`src/rtl/ps2_host_tx_pkg.sv`:
```
// Shared definitions for the PS/2 host transmitter: FSM states, error codes,
// common command bytes and the PS/2 odd-parity helper.
package ps2_host_tx_pkg;

    typedef enum logic [2:0] {
        ST_IDLE      = 3'd0,
        ST_INHIBIT   = 3'd1,
        ST_RTS       = 3'd2,
        ST_SHIFT     = 3'd3,
        ST_ACK       = 3'd4,
        ST_WAIT_IDLE = 3'd5
    } state_t;

    typedef enum logic [1:0] {
        ERR_NONE   = 2'd0,
        ERR_NACK   = 2'd1,
        ERR_REQ_TO = 2'd2,
        ERR_PKT_TO = 2'd3
    } err_t;

    localparam logic [7:0] PS2_CMD_SET_LED = 8'hED;
    localparam logic [7:0] PS2_CMD_RESET   = 8'hFF;
    localparam logic [7:0] PS2_RSP_ACK     = 8'hFA;
    localparam logic [7:0] PS2_RSP_RESEND  = 8'hFE;

    // PS/2 frames carry odd parity: the parity bit makes the total count of ones odd.
    function automatic logic odd_parity(input logic [7:0] d);
        return ~^d;
    endfunction

endpackage

```
`src/rtl/ps2_host_tx_if.sv`:
```
// Command-side handshake of the PS/2 host transmitter.
// master: the client issuing bytes; slave: the transmitter itself.
interface ps2_host_tx_if;
    logic [7:0] tx_data;
    logic       tx_valid;
    logic       tx_ready;
    logic       busy;
    logic       tx_done;
    logic       tx_error;
    logic [1:0] err_code;

    modport master (
        output tx_data, tx_valid,
        input  tx_ready, busy, tx_done, tx_error, err_code
    );

    modport slave (
        input  tx_data, tx_valid,
        output tx_ready, busy, tx_done, tx_error, err_code
    );
endinterface

```
`src/rtl/ps2_host_tx_line_sync.sv`:
```
// ps2_line_sync: two-flop synchroniser for one PS/2 pad plus a falling-edge
// strobe. Flops reset to 1 because an idle PS/2 line floats high.
module ps2_line_sync (
    input  logic clk,
    input  logic rst,
    input  logic pad,
    output logic level,
    output logic fall
);
    logic sync_p0, sync_p1, prev_p2;

    // Metastability chain followed by a history flop for edge detection.
    always_ff @(posedge clk or posedge rst) begin
        if (rst) begin
            sync_p0 <= 1'b1;
            sync_p1 <= 1'b1;
            prev_p2 <= 1'b1;
        end else begin
            sync_p0 <= pad;
            sync_p1 <= sync_p0;
            prev_p2 <= sync_p1;
        end
    end

    assign level = sync_p1;
    assign fall  = prev_p2 & ~sync_p1;
endmodule

```
`src/rtl/ps2_host_tx.sv`:
```
// ps2_host_tx: host-to-device PS/2 command transmitter.
// Inhibits the clock, issues request-to-send, shifts D0..D7 + odd parity on
// device falling edges, releases for the stop bit and checks the device ACK.
// Optional build macro PS2_TX_RETRY_EN: the first failure of a transfer
// silently restarts from INHIBIT with the latched byte; only a second failure
// is reported.
module ps2_host_tx
    import ps2_host_tx_pkg::*;
#(
    parameter int INHIBIT_CYCLES = 10_000,
    parameter int REQ_TIMEOUT    = 1_500_000,
    parameter int PKT_TIMEOUT    = 200_000
) (
    input  logic           clk,
    input  logic           rst,
    ps2_host_tx_if.slave   bus,
    input  logic           ps2_clk_in,
    input  logic           ps2_data_in,
    output logic           ps2_clk_oe,
    output logic           ps2_data_oe
);
    // One counter serves inhibit timing, request timeout and packet timeout.
    localparam int LIM_A   = (INHIBIT_CYCLES > REQ_TIMEOUT + 1) ? INHIBIT_CYCLES : REQ_TIMEOUT + 1;
    localparam int CNT_LIM = (LIM_A > PKT_TIMEOUT + 1) ? LIM_A : PKT_TIMEOUT + 1;
    localparam int CNT_W   = $clog2(CNT_LIM + 1);

    state_t           state, next_state;
    err_t             err_q, err_kind;
    logic [CNT_W-1:0] cnt;
    logic             cnt_clr;
    logic [3:0]       edge_n;
    logic [7:0]       byte_q;
    logic [8:0]       sh;
    logic             drv;
    logic             accept, err_now, retry_now;
    logic             clk_lvl, clk_fall, data_lvl, data_fall;

    ps2_line_sync u_clk_sync (
        .clk   (clk),
        .rst   (rst),
        .pad   (ps2_clk_in),
        .level (clk_lvl),
        .fall  (clk_fall)
    );

    ps2_line_sync u_data_sync (
        .clk   (clk),
        .rst   (rst),
        .pad   (ps2_data_in),
        .level (data_lvl),
        .fall  (data_fall)
    );

    assign accept = (state == ST_IDLE) && bus.tx_valid;

`ifdef PS2_TX_RETRY_EN
    logic retried;

    // Remember whether this transfer has already used its one silent retry.
    always_ff @(posedge clk or posedge rst) begin
        if (rst)
            retried <= 1'b0;
        else if (accept)
            retried <= 1'b0;
        else if (err_now)
            retried <= 1'b1;
    end

    assign retry_now = ~retried;
`else
    assign retry_now = 1'b0;
`endif

    // State register.
    always_ff @(posedge clk or posedge rst) begin
        if (rst)
            state <= ST_IDLE;
        else
            state <= next_state;
    end

    // Next-state and failure detection; a falling edge wins over a same-cycle timeout.
    always_comb begin
        next_state = state;
        err_now    = 1'b0;
        err_kind   = ERR_NONE;
        case (state)
            ST_IDLE:      if (bus.tx_valid) next_state = ST_INHIBIT;
            ST_INHIBIT:   if (cnt == CNT_W'(INHIBIT_CYCLES - 1)) next_state = ST_RTS;
            ST_RTS: begin
                if (clk_fall) next_state = ST_SHIFT;
                else if (cnt > CNT_W'(REQ_TIMEOUT)) begin
                    err_now  = 1'b1;
                    err_kind = ERR_REQ_TO;
                end
            end
            ST_SHIFT: begin
                if (clk_fall && edge_n == 4'd9) next_state = ST_ACK;
                else if (!clk_fall && cnt > CNT_W'(PKT_TIMEOUT)) begin
                    err_now  = 1'b1;
                    err_kind = ERR_PKT_TO;
                end
            end
            ST_ACK: begin
                if (clk_fall) begin
                    if (!data_lvl) next_state = ST_WAIT_IDLE;
                    else begin
                        err_now  = 1'b1;
                        err_kind = ERR_NACK;
                    end
                end else if (cnt > CNT_W'(PKT_TIMEOUT)) begin
                    err_now  = 1'b1;
                    err_kind = ERR_PKT_TO;
                end
            end
            ST_WAIT_IDLE: begin
                if (clk_lvl && data_lvl) next_state = ST_IDLE;
                else if (cnt > CNT_W'(PKT_TIMEOUT)) begin
                    err_now  = 1'b1;
                    err_kind = ERR_PKT_TO;
                end
            end
            default:      next_state = ST_IDLE;
        endcase
        if (err_now)
            next_state = retry_now ? ST_INHIBIT : ST_IDLE;
    end

    // The counter restarts on entry to INHIBIT, RTS and SHIFT; it keeps running
    // through ACK and WAIT_IDLE so the packet timeout spans edge 1 to bus idle.
    always_comb begin
        cnt_clr = (state == ST_IDLE) ||
                  ((next_state != state) &&
                   (next_state == ST_INHIBIT || next_state == ST_RTS || next_state == ST_SHIFT));
    end

    // Timing counter and device-edge counter.
    always_ff @(posedge clk or posedge rst) begin
        if (rst) begin
            cnt    <= '0;
            edge_n <= '0;
        end else begin
            cnt <= cnt_clr ? '0 : cnt + CNT_W'(1);
            if (state == ST_RTS && clk_fall)
                edge_n <= 4'd1;
            else if (state == ST_SHIFT && clk_fall)
                edge_n <= edge_n + 4'd1;
        end
    end

    // Byte latch and frame shifter; the shifter reloads during every INHIBIT so
    // a retry resends the original byte. Ones shift in, so edge 10 releases DATA.
    always_ff @(posedge clk) begin
        if (accept)
            byte_q <= bus.tx_data;
        if (state == ST_INHIBIT)
            sh <= {odd_parity(byte_q), byte_q};
        else if ((state == ST_RTS || state == ST_SHIFT) && clk_fall) begin
            drv <= ~sh[0];
            sh  <= {1'b1, sh[8:1]};
        end
    end

    // Error code: cleared on accept, set only by a reported failure.
    always_ff @(posedge clk or posedge rst) begin
        if (rst)
            err_q <= ERR_NONE;
        else if (accept)
            err_q <= ERR_NONE;
        else if (err_now && !retry_now)
            err_q <= err_kind;
    end

    // Outputs decoded from state; the lines are released whenever IDLE.
    always_comb begin
        bus.tx_ready = (state == ST_IDLE);
        bus.busy     = (state != ST_IDLE);
        bus.tx_done  = (state == ST_WAIT_IDLE) && clk_lvl && data_lvl;
        bus.tx_error = err_now && !retry_now;
        bus.err_code = err_q;
        ps2_clk_oe   = (state == ST_INHIBIT);
        case (state)
            ST_INHIBIT: ps2_data_oe = (cnt == CNT_W'(INHIBIT_CYCLES - 1));
            ST_RTS:     ps2_data_oe = 1'b1;
            ST_SHIFT:   ps2_data_oe = drv;
            default:    ps2_data_oe = 1'b0;
        endcase
    end

    // Receive-side edges on DATA are of no interest to the transmitter.
    logic unused_ok;
    assign unused_ok = data_fall;

endmodule

```
`src/flat_wrapper.sv`:
```
// flat-port wrapper written by rule: the top's interface ports become plain ports
module ps2_host_tx_flat import ps2_host_tx_pkg::*;
#(
    parameter int INHIBIT_CYCLES = 10_000,
    parameter int REQ_TIMEOUT    = 1_500_000,
    parameter int PKT_TIMEOUT    = 200_000
)
  (clk, rst, ps2_clk_in, ps2_data_in, ps2_clk_oe, ps2_data_oe, bus_tx_data, bus_tx_valid, bus_tx_ready, bus_busy, bus_tx_done, bus_tx_error, bus_err_code);
  ps2_host_tx_if bus_i ();
  input  logic clk;
  input  logic rst;
  input  logic ps2_clk_in;
  input  logic ps2_data_in;
  output logic ps2_clk_oe;
  output logic ps2_data_oe;
  input wire logic [$bits(bus_i.tx_data)-1:0] bus_tx_data;
  input wire logic [$bits(bus_i.tx_valid)-1:0] bus_tx_valid;
  output wire logic [$bits(bus_i.tx_ready)-1:0] bus_tx_ready;
  output wire logic [$bits(bus_i.busy)-1:0] bus_busy;
  output wire logic [$bits(bus_i.tx_done)-1:0] bus_tx_done;
  output wire logic [$bits(bus_i.tx_error)-1:0] bus_tx_error;
  output wire logic [$bits(bus_i.err_code)-1:0] bus_err_code;
  assign bus_i.tx_data = bus_tx_data;
  assign bus_i.tx_valid = bus_tx_valid;
  assign bus_tx_ready = bus_i.tx_ready;
  assign bus_busy = bus_i.busy;
  assign bus_tx_done = bus_i.tx_done;
  assign bus_tx_error = bus_i.tx_error;
  assign bus_err_code = bus_i.err_code;
  ps2_host_tx #(.INHIBIT_CYCLES(INHIBIT_CYCLES), .REQ_TIMEOUT(REQ_TIMEOUT), .PKT_TIMEOUT(PKT_TIMEOUT)) u_core (.clk(clk), .rst(rst), .bus(bus_i), .ps2_clk_in(ps2_clk_in), .ps2_data_in(ps2_data_in), .ps2_clk_oe(ps2_clk_oe), .ps2_data_oe(ps2_data_oe));
endmodule
```
`config.mk`:
```
export PLATFORM = sky130hd
export DESIGN_NAME = ps2_host_tx_flat
export DESIGN_NICKNAME = d
export VERILOG_FILES = /design/src/rtl/ps2_host_tx_pkg.sv /design/src/rtl/ps2_host_tx_if.sv /design/src/rtl/ps2_host_tx_line_sync.sv /design/src/rtl/ps2_host_tx.sv /design/src/flat_wrapper.sv
export SDC_FILE = /design/constraint.sdc
export NUM_CORES = 1
export LEC_CHECK = 0
export CAP_MARGIN = 30
export CORE_MARGIN = 2
export CORE_UTILIZATION = 52
export CTS_CLUSTER_DIAMETER = 150
export DETAILED_ROUTE_END_ITERATION = 8
export PLACE_DENSITY = 0.86
export SYNTH_ARGS = -nofsm -noshare
export SYNTH_HDL_FRONTEND = slang
export SYNTH_SLANG_ARGS = --single-unit
```
`constraint.sdc`:
```
create_clock -name clk -period 2.2 [get_ports clk]
set_input_delay 0.66 -clock clk [delete_from_list [all_inputs] [get_ports clk]]
set_output_delay 0.66 -clock clk [all_outputs]
set_load 0.1 [all_outputs]
```
Yosys cells after proc, flatten, opt, wreduce, memory -nomap -nowiden --
Cells that the tools add are included.
Word-level totals: word-level logic and storage cells 88, flip-flop bits (word level) 53
Cells by class: eq/ne operators 11, order comparisons 2, reductions and logical operators 22, bitwise operators 4, $add $sub $neg 2, muxes and demuxes 35
Operators with widths (number):
- 3-bit 2-to-1 mux | 8
- 21-bit by 1-bit adder with 21-bit output (second input constant) | 1
- 21-bit by 14-bit equality test with 1-bit output (second input constant) | 1
- 21-bit by 18-bit > comparator with 1-bit output (second input constant) | 1
- 21-bit > comparator (second input constant) | 1
- 21-bit 2-to-1 mux | 1
- 2-bit 2-to-1 mux | 9
- 9-bit 2-to-1 mux | 2
- 3-bit case mux with 6 select lines | 1
- 3-bit by 2-bit equality test with 1-bit output (second input constant) | 4
- 1-bit logical AND | 10
- 1-bit 2-to-1 mux | 9
- 4-bit 2-to-1 mux | 2
- 2-bit case mux with 4 select lines | 1
- 8-bit XNOR reduction | 1
- 3-bit by 1-bit equality test with 1-bit output (second input constant) | 2
- 3-bit equality test (second input constant) | 2
- 2-bit nonzero test | 3
- 4-bit by 1-bit adder with 4-bit output (second input constant) | 1
- 4-bit equality test (second input constant) | 1
- 1-bit logical OR | 4
- 1-bit case mux with 4 select lines | 1
- 3-bit zero test | 1
- 3-bit != test | 1
- other kinds (6) | 8

Depth between registers and ports, before layout --
depth in word-level cells 14, mapped depth 10, mapped depth without buffers 9

Hierarchy --
A second synthesis with hierarchy kept.
Unflattened totals: cells, all modules 267, area total of the unflattened synthesis 2807.7 µm²
By module, submodules not included:
- ps2_host_tx | sequential area each 1291.2 µm², instances 1, cells an instance 257, area each 2615.0 µm²
- ps2_line_sync | sequential area each 78.8 µm², instances 2, cells an instance 5, area each 96.3 µm²

Worst setup path before layout --
No wires, ideal clock.
path type flip-flop to output port, from register u_core.cnt[18], to output ps2_data_oe, setup slack -1.392 ns, arrival time 2.932 ns, stages on the path, launching flop included 6, cell sequence dfrtp_1 > or3_1 > or3_4 > nor3_1 > nand2_1 > a21oi_1
On the way: longest elaborated chain between the ends 2
Ends and longest elaborated chain:
- start, declared | line ps2_host_tx.sv:29 | logic [CNT_W-1:0] cnt;
- start signal, assigned | line ps2_host_tx.sv:143 | cnt <= cnt_clr ? '0 : cnt + CNT_W'(1);
- 21-bit by 14-bit equality test with 1-bit output | line ps2_host_tx.sv:183 | ST_INHIBIT: ps2_data_oe = (cnt == CNT_W'(INHIBIT_CYCLES - 1));
- 1-bit case mux with 3 select lines | line ps2_host_tx.sv:182 | case (state)
- end, declared | line flat_wrapper.sv:15 | output logic ps2_data_oe;
No other way between the ends.

Final worst setup path --
from register u_core.cnt[16], to output bus_tx_error
On the way: longest elaborated chain between the ends 5, elaborated cells between the ends (all ways) 11, those cells by class order compare (2); mux (8); reduce/logical (1)
Ends and longest elaborated chain:
- 21-bit by 18-bit > comparator with 1-bit output | line ps2_host_tx.sv:99, ps2_host_tx.sv:111, ps2_host_tx.sv:118
- 1-bit logical AND | line ps2_host_tx.sv:99 | else if (!clk_fall && cnt > CNT_W'(PKT_TIMEOUT)) begin
- 1-bit 2-to-1 mux | line ps2_host_tx.sv:99
- 1-bit 2-to-1 mux | line ps2_host_tx.sv:98 | if (clk_fall && edge_n == 4'd9) next_state = ST_ACK;
- 1-bit case mux with 4 select lines * | line ps2_host_tx.sv:87 | case (state)
- end, declared | line flat_wrapper.sv:21 | output wire logic [$bits(bus_i.tx_error)-1:0] bus_tx_error;
Every way passes the cells marked *; elsewhere a longest branch is shown, timed or not.

==> flow_summary.toml <==
[worst_setup_path]
ff2ff_setup_slack_ps = -440
required_ps = 1540
reg2reg_to = "u_core.cnt[15]"
cp_slowest_cell = "dfrtp_1"
crit_path_start_kind = "register"
slowest_delay_ps = 460
cp-end-kind = "output port"
crit_path_max_fanout = 6
r2r_start = "u_core.cnt[16]"
reg2regPathDepth = 10
crit_arrival_ps = 2250
endpoint = "bus_tx_error"
startpoint = "u_core.cnt[16]"
cpLargestDelayFamily = "simple AND/OR/NAND/NOR gates"
crit_top_cell = "o21ai_0"
path_depth = 7
path_cells = "buf_4 -> and3_1 -> o21ai_0 -> o21ai_0 -> nor4b_4 -> or2_4 -> buf_12"
critPathKind = "register to output port"
critical_path_buf_inv_count = 2

[global_routing]
grt_pass1_vias = 2391
grt_usage = 0.264
antenna_found_initial = 0
grt_remaining_overflow = 0
grt_max_degree = 36
grt_pass1_wl_um = 11800

[synthesis]
post_synth_xor_area_fraction = 0.0845
postSynthCellCount = 256
yosys-mux-area-fraction = 0.0334
ys_warn_count = 0
synth_flop_cell = "dfrtp_1"
async_flop_share = 0.660
syn_nets = 273
synth_compound_area_frac = 0.0826
netlist_area_mm2 = 0.00270
synth_fa_ha_area_frac = 0.0186
synth-edff-count = 18
synth_cell_types = 52
synth-simple-area-share = 0.221
synth_seq_cells = 53
synth_seq_area_share = 0.528
synth_top_family_by_area = "simple AND/OR/NAND/NOR gates"
avgSynthCellArea_um2 = 10.5

[placed_design]
dp_hpwl_um = 4620
placed_cells = 401
place_ws_ps = -351
gp_congestion = 0.911
io_buffers = 20

[min_path]
hold_class = "register to register"
hp-start = "u_core.u_data_sync.sync_p0"

[sta]
fin_ws_ps = -705
fin_crit_sh = 1.32
whs_ps = 358
final.min_clock_period_ps = 2910
rsz0062_at_grt = "yes"
setup_viol = 24
maxSlewViolCount = 0
maxSlewHeadroom = 0.697
finClkSkew_ps = 4.50
worst_pin_slew_ps = 455
hold_viol_final = 0
fmax_mhz = 344

[final_layout]
fillers = 299
seq_area_mm2 = 0.00143
layout_commonest_cell = "buf_4"
layout.nets = 365
final_cells = 419
final_cell_mix = "buf_4 (65), nor2_1 (29), dfrtp_1 (27)"
n_antenna_cell = 0
multiInputGateArea_mm2 = 0.00136
drive_gt1_frac = 0.404
syn_to_final_growth_pct = 43.4

[clock_tree]
cts_tree = "done"
clock_latency_ps = 310
cts.sinks = 53
cts_made_buffers = 5
cts.hold.buffers_added = 0
htreeDepth = 2
root_buffer = "clkbuf_8"
clk_transition_reported_paths_ps = 90
cts_buffer_depth = 2

[drt]
wl_met1_um = 2920
avgViaCountPerCell = 5.75
antenna_left = 0
routedWlPerCell_um = 18.0
wl_met3_um = 440
highest_layer = "met4"
first_pass_iters = 5
drcViolationCount = 0
drt-initial-drc-count = 238
wirelength_um = 7560
route.met2.wl_um = 3830
vias = 2408

[die]
start_util = 0.534
fp.coreArea_mm2 = 0.00504
pin_count = 21
die_w_um = 76.0
dieArea_mm2 = 0.00577
die_h_um = 76.0
rows = 26

[power]
peakVddDrop_v = 0.000298
powerDensity_mw_per_mm2 = 450
p_leak_nw = 1.63
finalPower_mw = 1.74

[run_status]
violations = "setup timing"
status = "complete, but fails checks"

[job]
cap_violations = 0
synth_stat cells, types with 7 or more instances:
| cell type | count | share of area |
|---|---|---|
| inv_1 | 11 | 0.015 |
| dfrtp_1 | 30 | 0.28 |
| nand2_1 | 25 | 0.035 |
| nor2_1 | 32 | 0.045 |
| xor2_1 | 11 | 0.036 |
| nand3_1 | 11 | 0.020 |
| edfxtp_1 | 18 | 0.20 |
| o21ai_0 | 7 | 0.013 |
| mux2_2 | 8 | 0.033 |
| xnor2_1 | 15 | 0.049 |
| a21oi_1 | 7 | 0.013 |
routing by layer:
metal / vias to the layer above / track usage
li1: 1075 / -
met1: 1167 / 0.309
met2: 119 / 0.475
met3: 47 / 0.0450
met4: 0 / 0.122
met5: - / 0
area by class of cell:
| class | instances | share of cell area |
|---|---|---|
| clock inverters | 3 | 0.0107 |
| flip-flops and latches | 53 | 0.369 |
| clock buffers | 5 | 0.0178 |
| inverters | 12 | 0.0133 |
| repair buffers | 92 | 0.215 |
| multi-input cells | 184 | 0.352 |
| well taps | 70 | 0.0227 |
sequential cells by signal, summed over array words and instances, names as in the netlist, 2 cells and up:
name	count
u_core.bus.err_code	2
u_core.byte_q	8
u_core.cnt	21
u_core.edge_n	4
u_core.sh	9
u_core.state	3
how the worst min path moves through the flow:
stage,slack [ps],endpoint,cells after the start
2_1_floorplan,350,u_core.u_clk_sync.level,0
3_3_place_gp,350,u_core.u_data_sync.level,0
3_5_place_dp,350,u_core.u_data_sync.level,0
4_1_cts,360,u_core.u_data_sync.level,0
5_1_grt,350,u_core.u_data_sync.level,0
6_report,360,u_core.u_data_sync.level,0
what timing repair did:
action | 4_1_cts | 5_1_grt
resized for setup | 26 | 7
setup buffers | 5 | 3
pin swaps | 2 | 1
gates cloned | 2 | 0
hold endpoints to repair | 0 | 0
endpoints found under the setup margin | 26 | 26
metrics by stage:
| step | instance area (um2) | TNS (ps) | utilization |
|---|---|---|---|
| after floorplan | 2780 | -1050 | - |
| after global placement | 3540 | -6590 | 0.703 |
| after detailed placement | 3540 | -7670 | 0.703 |
| after CTS | 3810 | -8080 | 0.757 |
| after global routing | 3860 | -10710 | 0.767 |
| final | 3860 | -10310 | 0.767 |
power by group:
group,switching [mW],internal [mW],total (mW)
Clock,0.327,0.335,0.662
Sequential,0.00271,1.02,1.03
Combinational,0.0236,0.0266,0.0501
Total,0.353,1.39,1.74
cells by family after synthesis:
kind of cell / Yosys count
and+or+nand+nor: 115
adders and majority gates: 4
DFF: 53
buffers and inverters: 19
xor gates and xnor gates: 26
muxes: 8
AOI/OAI and AO/OA: 31
Note: power is estimated with default switching activity, not from simulation.
